### src/rtl/ring_osc_pkg.sv
// Shared definitions for the ring-oscillator measurement path: FSM states and
// default parameter values, also used by the oscillator top level.
package ring_osc_pkg;

    typedef enum logic [1:0] {
        IDLE    = 2'd0,
        SETTLE  = 2'd1,
        MEASURE = 2'd2,
        DONE    = 2'd3
    } state_e;

    localparam int DEF_GATE_CYCLES   = 1200000;
    localparam int DEF_SETTLE_CYCLES = 1024;
    localparam int DEF_CNT_W         = 24;
    localparam int DEF_SYNC_STAGES   = 2;

    function automatic int max_int(input int a, input int b);
        return (a > b) ? a : b;
    endfunction

endpackage

### src/rtl/sync_rise_detect.sv
// Multi-flop synchronizer for an asynchronous input followed by a rising-edge
// detector; rise is a single-cycle pulse in the clk domain.
module sync_rise_detect #(
    parameter int SYNC_STAGES = 2
) (
    input  logic clk,
    input  logic rst,
    input  logic d,
    output logic rise
);

    logic [SYNC_STAGES-1:0] sync_q, sync_d;
    logic                   prev_q, prev_d;

    always_comb begin
        sync_d = {sync_q[SYNC_STAGES-2:0], d};
        prev_d = sync_q[SYNC_STAGES-1];
    end

    always_ff @(posedge clk or posedge rst) begin
        if (rst) begin
            sync_q <= '0;
            prev_q <= 1'b0;
        end else begin
            sync_q <= sync_d;
            prev_q <= prev_d;
        end
    end

    assign rise = sync_q[SYNC_STAGES-1] & ~prev_q;

endmodule

### src/rtl/ring_osc_freq_meter.sv
// Enables the ring oscillator, waits for it to settle, then counts rising edges
// of its divided output over a fixed clk-timed gate and reports the count.
module ring_osc_freq_meter
    import ring_osc_pkg::*;
#(
    parameter int GATE_CYCLES   = DEF_GATE_CYCLES,
    parameter int SETTLE_CYCLES = DEF_SETTLE_CYCLES,
    parameter int CNT_W         = DEF_CNT_W,
    parameter int SYNC_STAGES   = DEF_SYNC_STAGES
) (
    input  logic             clk,
    input  logic             rst,
    input  logic             start,
    input  logic             osc_div_in,
    output logic             osc_enable,
    output logic             busy,
    output logic [CNT_W-1:0] result,
    output logic             result_valid,
    input  logic             result_ready,
    output logic             overflow
);

    localparam int TMR_W = $clog2(max_int(GATE_CYCLES, SETTLE_CYCLES) + 1);
    localparam logic [TMR_W-1:0] SETTLE_LOAD = TMR_W'(SETTLE_CYCLES - 1);
    localparam logic [TMR_W-1:0] GATE_LOAD   = TMR_W'(GATE_CYCLES - 1);
    localparam logic [CNT_W-1:0] CNT_MAX     = '1;

    state_e           state_q, state_d;
    logic [TMR_W-1:0] timer_q, timer_d;
    logic [CNT_W-1:0] cnt_q, cnt_d;
    logic [CNT_W-1:0] result_q, result_d;
    logic             osc_en_q, osc_en_d;
    logic             valid_q, valid_d;
    logic             ovf_q, ovf_d;
    logic             rise;
    logic [CNT_W-1:0] cnt_inc;
    logic             sat_hit;

    sync_rise_detect #(
        .SYNC_STAGES(SYNC_STAGES)
    ) u_sync (
        .clk (clk),
        .rst (rst),
        .d   (osc_div_in),
        .rise(rise)
    );

    always_comb begin
        // Saturating increment: a rise at full scale marks overflow instead of wrapping
        cnt_inc  = (rise && (cnt_q != CNT_MAX)) ? cnt_q + 1'b1 : cnt_q;
        sat_hit  = rise && (cnt_q == CNT_MAX);

        state_d  = state_q;
        timer_d  = timer_q;
        cnt_d    = cnt_q;
        result_d = result_q;
        osc_en_d = osc_en_q;
        valid_d  = valid_q;
        ovf_d    = ovf_q;

        case (state_q)
            IDLE: begin
                if (start) begin
                    state_d  = SETTLE;
                    osc_en_d = 1'b1;
                    timer_d  = SETTLE_LOAD;
                end
            end
            SETTLE: begin
                if (timer_q == '0) begin
                    state_d = MEASURE;
                    cnt_d   = '0;
                    ovf_d   = 1'b0;
                    timer_d = GATE_LOAD;
                end else begin
                    timer_d = timer_q - 1'b1;
                end
            end
            MEASURE: begin
                cnt_d = cnt_inc;
                ovf_d = ovf_q | sat_hit;
                // Last gate cycle still counts its own rise
                if (timer_q == '0) begin
                    state_d  = DONE;
                    result_d = cnt_inc;
                    valid_d  = 1'b1;
                    osc_en_d = 1'b0;
                end else begin
                    timer_d = timer_q - 1'b1;
                end
            end
            DONE: begin
                if (valid_q && result_ready) begin
                    state_d = IDLE;
                    valid_d = 1'b0;
                end
            end
            default: state_d = IDLE;
        endcase
    end

    always_ff @(posedge clk or posedge rst) begin
        if (rst) begin
            state_q  <= IDLE;
            timer_q  <= '0;
            cnt_q    <= '0;
            result_q <= '0;
            osc_en_q <= 1'b0;
            valid_q  <= 1'b0;
            ovf_q    <= 1'b0;
        end else begin
            state_q  <= state_d;
            timer_q  <= timer_d;
            cnt_q    <= cnt_d;
            result_q <= result_d;
            osc_en_q <= osc_en_d;
            valid_q  <= valid_d;
            ovf_q    <= ovf_d;
        end
    end

    assign osc_enable   = osc_en_q;
    assign busy         = (state_q != IDLE);
    assign result       = result_q;
    assign result_valid = valid_q;
    assign overflow     = ovf_q;

endmodule
### config.mk
export PLATFORM = sky130hd
export DESIGN_NAME = ring_osc_freq_meter
export DESIGN_NICKNAME = d
export VERILOG_FILES = /design/src/rtl/ring_osc_pkg.sv /design/src/rtl/sync_rise_detect.sv /design/src/rtl/ring_osc_freq_meter.sv
export SDC_FILE = /design/constraint.sdc
export NUM_CORES = 1
export LEC_CHECK = 0
export ABC_AREA = 1
export CELL_PAD_IN_SITES_DETAIL_PLACEMENT = 0
export CELL_PAD_IN_SITES_GLOBAL_PLACEMENT = 1
export CORE_UTILIZATION = 43
export CTS_CLUSTER_DIAMETER = 30
export DETAILED_ROUTE_END_ITERATION = 10
export PLACE_DENSITY = 0.86
export RECOVER_POWER = 25
export SYNTH_ARGS = -nofsm -noshare
export SYNTH_HDL_FRONTEND = slang
export SYNTH_HIERARCHICAL = 1
export SYNTH_SLANG_ARGS = --single-unit
### constraint.sdc
create_clock -name clk -period 3.1 [get_ports clk]
set_input_delay 0.775 -clock clk [delete_from_list [all_inputs] [get_ports clk]]
set_output_delay 0.775 -clock clk [all_outputs]
set_load 0.05 [all_outputs]
# Word level (Yosys, flattened, before mapping)
# Cells that the tools add are included.
[word_totals]
reg_bits = 77
in_bits = 5
output_inout_bits = 28
elab_cells = 59
[classes]
n_mux = 19
n_eq_ne = 10
n_reduce_logical = 16
n_addsub = 2
bitwise_logic = 3
[op_table]
columns = ["cell", "n"]
rows = [
  ["2-to-1 mux 21 bit", 3],
  ["one-hot mux 21 bit (3 select lines)", 1],
  ["2-to-1 mux 24 bit", 2],
  ["one-hot mux 24 bit (2 select lines)", 1],
  ["adder 24 x 1 -> 24 bit (second input constant)", 1],
  ["== test 24 bit (second input constant)", 1],
  ["!= test 24 bit (second input constant)", 1],
  ["zero test 21 bit", 1],
  ["subtractor 21 x 1 -> 21 bit (second input constant)", 1],
  ["!= test 2 bit (second input constant)", 5],
  ["AND reduction 3 bit", 3],
  ["2-to-1 mux 2 bit", 4],
  ["one-hot mux 2 bit (4 select lines)", 1],
  ["nonzero test 2 bit", 4],
  ["one-hot mux 1 bit (2 select lines)", 3],
  ["== test 2 bit (second input constant)", 2],
  ["2-to-1 mux 1 bit", 4],
  ["AND reduction 2 bit", 2],
  ["AND reduction 4 bit", 1],
  ["logical AND 1 bit", 3],
  ["nonzero test 3 bit", 1],
  ["== test 2 x 1 -> 1 bit (second input constant)", 1],
  ["zero test 2 bit", 1],
  ["bitwise AND 1 bit", 1],
  ["2 further kinds", 2],
]

# Depth between registers and ports, before layout
# Gate-level depths: netlist (run 1).
[logic_depth]
ltp_word = 5
mapped_depth = 11
ltp_nobuf = 11

# Hierarchy
# Netlist (run 1), hierarchy kept.
[modules_own_cells]
columns = ["mod", "n_inst", "cells_per_inst", "seq_area_each_um2", "area_per_inst_um2"]
rows = [
  ["ring_osc_freq_meter", 1, 699, 1851.8, 4758.3],
  ["sync_rise_detect", 1, 6, 75.1, 88.8],
]

# Worst setup path after synthesis (run 1)
# Ideal clock, no wire load.
[synth_path]
kind = "register to register"
from = "reg state_q[0]"
to = "reg timer_q[12]"
path_stages_with_launch = 10
setup_ps = 126
arrival_time_ps = 1929
path_buffers = 1
synth_period_minus_slack_ps = 2055
t_required_ps = 2974
slack_ps = 1045
path_cell_list = "dfrtp_1 > inv_1 > ha_1 > inv_1 > nor2_1 > nor2_2 > nand2_2 > buf_4 > a21oi_1 > nor2_1"
[synth_between]
elab_chain_cells = 3
elab_cells_between_ends = 8
cone_classes = "eq/ne (4); mux (1); reduce/logical (3)"
[synth_rtl]
columns = ["element", "line_no", "rtl"]
rows = [
  ["start: declaration", "ring_osc_freq_meter.sv:28", "state_e state_q, state_d;"],
  ["start signal: assignment", "ring_osc_freq_meter.sv:112", "state_q <= state_d;"],
  ["== test 2 bit (tied with other cells)", "ring_osc_freq_meter.sv:61", "case (state_q)"],
  ["!= test 2 bit (no line) / nonzero test 3 bit (equally long branches)", "n/a", ""],
  ["AND reduction 3 bit (no line)", "n/a", ""],
  ["end signal: assignment", "ring_osc_freq_meter.sv:113", "timer_q <= timer_d;"],
  ["end: declaration", "ring_osc_freq_meter.sv:29", "logic [TMR_W-1:0] timer_q, timer_d;"],
]
# Several ways; a longest one is shown, not always the timed one.
# A chain may end at the register's enable or synchronous reset.

# Worst setup path in the final report (run 1)
[layout_path]
from = "reg state_q[0]"
to = "out busy"
[layout_between]
elab_chain_cells = 1
[layout_rtl]
columns = ["element", "line_no", "rtl"]
rows = [
  ["nonzero test 2 bit", "ring_osc_freq_meter.sv:123", "assign busy = (state_q != IDLE);"],
  ["end: declaration", "ring_osc_freq_meter.sv:16", "output logic busy,"],
]
# Every way passes these cells.

==> summary.md, run 1 <==
| Metric | Value |
|---|---|
| Status | finished clean |
| Commonest non-fill, non-tap cell in the layout | nand2_1 |
| Seq/Total Area, Yosys | 39.8% |
| Crit path from | state_q[0]$_DFFE_PP0P_ |
| Vias in the first global route | 4256 |
| Finished Layout Cells | 881 |
| Die area | 0.0117 mm2 |
| Longest Clk Path Bufs | 2 |
| Buffers on Ports | 32 |
| Critical path required time | 2.32 ns |
| Power consumption | 3.88 mW |
| Setup TNS | 0 ns |
| Crit end category | output port |
| Max incr delay on CP | 0.81 ns |
| Antenna viol nets, final | 0 |
| Syn_area_per_cell | 6.88 um2 |
| Initial drt markers | 193 |
| N_diodes | 0 |
| LEAKAGE | 2.75 nW |
| Vias | 4459 |
| Total GRT Usage | 22.8% |
| Grt total ovfl | 0 |
| Synth unique cells | 36 |
| Remaining DRCs | 0 |
| Path depth of the worst reg2reg path | 10 |
| Max-Cap Viols | 0 |
| RSZ-0062 raised after global routing | false |
| Hold crit path type | reg2reg |
| DRT Pass-1 Iters | 4 |
| PwrDens | 714 mW/mm2 |
| Starting Density | 44.5% |
| Die W | 108 um |
| Reg2reg setup slack | 0.76 ns |
| Post-Syn Area | 0.00485 mm2 |
| Final hold slack | 0.351 ns |
| Most frequent cells in the layout | nand2_1, dfrtp_1, nand3_1, nor2_1, inv_1 |
| Post-Synthesis Cells | 705 |
| First-pass GRT wire length | 20500 um |
| Hold buffer count at cts | 0 |
| Final Hold Fails | 0 |
| Post-route setup slack | 0.335 ns |
| Die Y | 108 um |
| Initial antenna violation count | 0 |
| Post CTS Setup Buffer Count | 0 |
| Post-synth EDFFs | 0 |
| Net Count, Synth | 719 |
| FFs w/ async S/R, synth | 100% |
| #FFs+latches synth | 77 |
| # placed instances | 866 |
| Critical path destination | busy |
| Final clock skew | 0.00866 ns |
| Root Buffer Master | clkbuf_8 |
| CTS tree | yes |
| Clock slew at reported path FFs | 0.07 ns |
| Avg Vias per Cell | 5.06 |
| CTS Buf Count | 9 |
| Worst-margin pin slew | 0.841 ns |
| Worst-Skew Late Latency | 0.36 ns |
| Worst path cell trace | inv_1 -> ha_1 -> inv_1 -> clkdlybuf4s50_1 |
| Register Area | 0.00193 mm2 |
| Fin. max-slew vios | 0 |
| Place WS | 0.594 ns |
| Post-Route WL | 12100 um |
| Area of the multi-input gates | 0.00258 mm2 |
| Num ports | 33 |
| Worst r2r dst | result[22]$_DFFE_PP0P_ |
| Hpwl dp | 8740 um |
| Share of cells above drive strength 1 | 7.42% |
| Clock Sinks | 77 |
| FP Rows | 38 |
| Final setup viols | 0 |
| Post-route minimum period | 2.77 ns |
| RD Place Congestion | 0.886 |
| FF-to-FF Start | cnt_q[0]$_DFFE_PP0P_ |
| Fmax | 362 MHz |
| Wire per inst | 13.8 um |
| Startpoint class of the critical path | flop |
| CP arrival | 1.99 ns |
| CP max-delay cell | clkdlybuf4s50_1 |
| Nets | 751 |
| Max IR drop VDD | 0.000522 V |
| Kind of critical path | reg2out |
| Yosys warns | 6 |
| Dominant synthesized flop cell | dfrtp_1 |
| Fill cells | 1136 |
| Crit-path max FO | 5 |
| Relative slew slack | 43.9% |
| Largest net degree at the start of global routing | 61 |
| Fin crit share | 89.2% |
| Core area | 0.0109 mm2 |
| Area growth from synthesis to layout | 12.0% |
| CTS HTree Levels | 3 |
| PostCTS Resize Cnt | 0 |
| CP dominant cell by count | inv_1 |
flip-flops by register name, indices dropped and copies added (netlist names):
name,count
u_sync/prev_q,1
result,24
cnt_q,24
timer_q,21
overflow,1
osc_enable,1
u_sync/sync_q,2
result_valid,1
state_q,2
metrics by stage:
stage / util [%] / area [um2]
finish: 49.9 / 5430
global route: 49.9 / 5430
CTS: 50.0 / 5440
detailed placement: 48.5 / 5280
global placement: 48.5 / 5280
floorplan: - / 4850
synthesized netlist by cell type, drive strengths merged (5+ instances only):
library cell,number,area (um2)
dfrtp,77,1930
ha,9,113
nand3b,5,37.5
a21oi,7,38.8
nor2,88,407
buf,14,104
o21ai,13,65.1
nand3,78,413
nand2,315,1210
nand4,9,71.3
inv,61,229
xor2,17,149
cell families (layout without fill, tap and decap cells):
| kind of cell | after synthesis | in the layout | synth area share (%) |
|---|---|---|---|
| and+or+nand+nor | 499 | 499 | 44.7 |
| AOI/OAI and AO/OA | 25 | 25 | 2.92 |
| DFF | 77 | 77 | 39.8 |
| xor gates and xnor gates | 18 | 18 | 3.25 |
| buffers and inverters | 77 | 113 | 7.02 |
| adders and majority gates | 9 | 9 | 2.32 |
layer usage:
| layer | GRT usage [%] | part of all wire, % | wire length (um) |
|---|---|---|---|
| met3 | 3.92 | 3.9 | 475 |
| met1 | 30.2 | 47 | 5750 |
| met4 | 10.2 | 1.9 | 225 |
| met5 | 0 | 0 | 0 |
| met2 | 36.4 | 47 | 5690 |
worst min path at each step:
stage | startpoint | end | slack [ns] | depth (start not counted)
after floorplan | u_sync/sync_q[0]$_DFF_PP0_ | u_sync/sync_q[1]$_DFF_PP0_ | 0.33 | 0
after global placement | u_sync/sync_q[0]$_DFF_PP0_ | u_sync/sync_q[1]$_DFF_PP0_ | 0.34 | 0
after detailed placement | u_sync/sync_q[0]$_DFF_PP0_ | u_sync/sync_q[1]$_DFF_PP0_ | 0.34 | 0
after CTS | u_sync/sync_q[0]$_DFF_PP0_ | u_sync/sync_q[1]$_DFF_PP0_ | 0.35 | 0
after global routing | u_sync/sync_q[0]$_DFF_PP0_ | u_sync/sync_q[1]$_DFF_PP0_ | 0.37 | 0
final | u_sync/sync_q[0]$_DFF_PP0_ | u_sync/sync_q[1]$_DFF_PP0_ | 0.35 | 0
critical path, delay by kind of cell, from the launching register on:
| family | cells | cell delay [ns] |
|---|---|---|
| DFF | 1 | 0.43 |
| adders and majority gates | 1 | 0.20 |
| buffers and inverters | 3 | 1.00 |
final cells by class:
type / count / area share (%)
clock buffer: 13 / 2.74
clock inverter: 2 / 0.184
inverter: 61 / 4.22
multi-input combinational: 551 / 47.5
sequential: 77 / 35.5
tap: 140 / 3.23
timing repair buffer: 37 / 6.59
power by group:
part           switching [mW]  internal [mW]
Combinational            1.18          0.527
Clock                   0.359          0.307
Sequential              0.279           1.23
Total                    1.82           2.06
Note: power is estimated with default switching activity, not from simulation.
==> inputs of run 2 (changes only) <==
- GPL_ROUTABILITY_DRIVEN: default -> 0
- SKIP_CTS_REPAIR_TIMING: default -> 1
==> results of run 2 <==
No change in the layout: final DEF, timing and power equal those of run 1.
==> inputs of run 3 (changes only) <==
- CORE_UTILIZATION: 43 -> 46
- DONT_BUFFER_PORTS: default -> 1
- PLACE_DENSITY: 0.86 -> 0.85
==> run 3 against run 2 <==
Wire length hardly changed. Core utilization decreased by 0.23 points. Combinational power about the same. Global-route usage up 1.8 points. Clock skew rose by 0.0070 ns. Via count is 2.6% lower. Sequential share of layout area grew 2.3 points. The flow now finishes with violations (capacitance limit, slew limit). Setup slack better by 0.24 ns. Final cell count is 4.1% lower.
==> summary.md, run 3 (synthesized netlist as in run 1, its figures left out) <==
| Metric | Value |
|---|---|
| Worst path cell trace | inv_1 -> ha_1 -> inv_1 -> nor2_1 -> nor2_2 -> nand2_2 -> a21oi_1 -> nor2_1 |
| CTS tree | yes |
| Largest net degree at the start of global routing | 40 |
| Post-route minimum period | 2.53 ns |
| Antenna viol nets, final | 0 |
| Crit path from | state_q[0]$_DFFE_PP0P_ |
| Path depth of the worst reg2reg path | 8 |
| Fin crit share | 81.5% |
| Post-route setup slack | 0.573 ns |
| Wire per inst | 14.4 um |
| Clock Sinks | 77 |
| Most frequent cells in the layout | nand2_1, dfrtp_1, nand3_1, nor2_1, inv_1 |
| CP max-delay cell | dfrtp_1 |
| Gate power share | 43.2% |
| Worst r2r dst | timer_q[15]$_DFFE_PP0P_ |
| Buffers on Ports | 0 |
| Reg2reg setup slack | 0.57 ns |
| Longest Clk Path Bufs | 2 |
| Startpoint class of the critical path | flop |
| Busiest grt layer | met2 |
| Initial antenna violation count | 0 |
| Die area | 0.0110 mm2 |
| Sw power | 1.85 mW |
| CTS Buf Count | 9 |
| Commonest non-fill, non-tap cell in the layout | nand2_1 |
| Met3 Usage GRT | 5.18% |
| CP arrival | 2.78 ns |
| Max IR drop VDD | 0.000325 V |
| RSZ-0062 raised after global routing | false |
| CTS HTree Levels | 3 |
| LEAKAGE | 2.63 nW |
| Post-Layout Inst Area | 0.00510 mm2 |
| Max-Cap Viols | 1 |
| Clock Power Share | 17.4% |
| Total GRT Usage | 24.6% |
| Hpwl dp | 8590 um |
| Area growth from synthesis to layout | 5.21% |
| Sw Ratio | 47.6% |
| N_diodes | 0 |
| Root Buffer Master | clkbuf_8 |
| Avg Vias per Cell | 5.14 |
| Vias | 4343 |
| Failing checks | capacitance limit, slew limit |
| Nets | 719 |
| Critical path destination | timer_q[15]$_DFFE_PP0P_ |
| Vias in the first global route | 4427 |
| Worst-Skew Late Latency | 0.38 ns |
| Die W | 105 um |
| Post-Route WL | 12100 um |
| Met1 Usage GRT | 28.6% |
| FF-to-FF Start | state_q[0]$_DFFE_PP0P_ |
| Remaining DRCs | 0 |
| Fmax | 396 MHz |
| Grt total ovfl | 0 |
| Initial drt markers | 266 |
| DRT Pass-1 Iters | 4 |
| Final clock skew | 0.0156 ns |
| Critical path required time | 3.35 ns |
| First-pass GRT wire length | 21100 um |
| Fin. max-slew vios | 40 |
| Hold crit path type | in2async |
| Placed instance area | 0.00494 mm2 |
| Crit end category | flop |
| Kind of critical path | reg2reg |
| Max incr delay on CP | 0.43 ns |
| Setup TNS | 0 ns |
| Die Y | 105 um |
| Worst-margin pin slew | 1.86 ns |
| Clock slew at reported path FFs | 0.07 ns |
| Routing usage on met2 | 43.9% |
| Crit-path max FO | 20 |
| Share of cells above drive strength 1 | 7.76% |
| Core area | 0.0103 mm2 |
| PwrDens | 762 mW/mm2 |
| Reg power frac | 39.3% |
| FP Rows | 37 |
| Relative slew slack | -24.8% |
| Num ports | 33 |
| Final Hold Fails | 0 |
| Internal Power | 2.04 mW |
| Starting Density | 47.2% |
| Final setup viols | 0 |
| Place WS | 0.563 ns |
| Status | finished, violations left |
-- run 3: layer usage --
layer	vias to the layer above	part of all wire [%]
li1	2204	-
met1	2030	43
met2	90	50
met3	19	4.1
met4	0	2.0
met5	-	0
-- run 3: worst min path at each step --
stage / slack (ns) / to / start / depth (start not counted)
after global placement: 0.34 / u_sync/sync_q[1]$_DFF_PP0_ / u_sync/sync_q[0]$_DFF_PP0_ / 0
after floorplan: 0.33 / u_sync/sync_q[1]$_DFF_PP0_ / u_sync/sync_q[0]$_DFF_PP0_ / 0
final: 0.16 / u_sync/sync_q[1]$_DFF_PP0_ / rst / 1
after global routing: 0.14 / u_sync/sync_q[1]$_DFF_PP0_ / rst / 1
after CTS: 0.14 / u_sync/sync_q[1]$_DFF_PP0_ / rst / 1
after detailed placement: 0.34 / u_sync/sync_q[1]$_DFF_PP0_ / u_sync/sync_q[0]$_DFF_PP0_ / 0
-- run 3: worst max-delay path, delay by kind of cell, from the launching register on --
| family | cells | cell delay (ns) |
|---|---|---|
| buffers and inverters | 2 | 0.46 |
| DFF | 1 | 0.43 |
| adders and majority gates | 1 | 0.21 |
| and+or+nand+nor | 4 | 0.96 |
| AOI/OAI and AO/OA | 1 | 0.33 |
-- run 3: metrics by stage --
step | std cells | total power, mW | utilization [%] | hold WS (ns)
finish | 845 | 3.89 | 49.6 | 0.156
global route | 845 | 4.24 | 49.6 | 0.141
CTS | 845 | 3.92 | 49.7 | 0.141
detailed placement | 830 | 3.22 | 48.1 | 0.338
global placement | 830 | 3.17 | 48.1 | 0.336
floorplan | 705 | 2.83 | - | 0.331
-- run 3: power by group through the flow --
stage | logic (mW) | clock network [mW] | registers [mW]
2_1_floorplan | 1.37 | 0 | 1.46
3_3_place_gp | 1.64 | 0 | 1.53
3_5_place_dp | 1.68 | 0 | 1.54
4_1_cts | 1.69 | 0.699 | 1.53
5_1_grt | 1.94 | 0.738 | 1.57
6_report | 1.68 | 0.678 | 1.53
-- run 3: layout make-up --
type,count,area [um2]
clock buffer,13,149
clock inverter,2,10.0
fill,1078,5180
inverter,61,230
multi-input combinational,551,2580
sequential,77,1930
tap,136,170
timing repair buffer,5,33.8
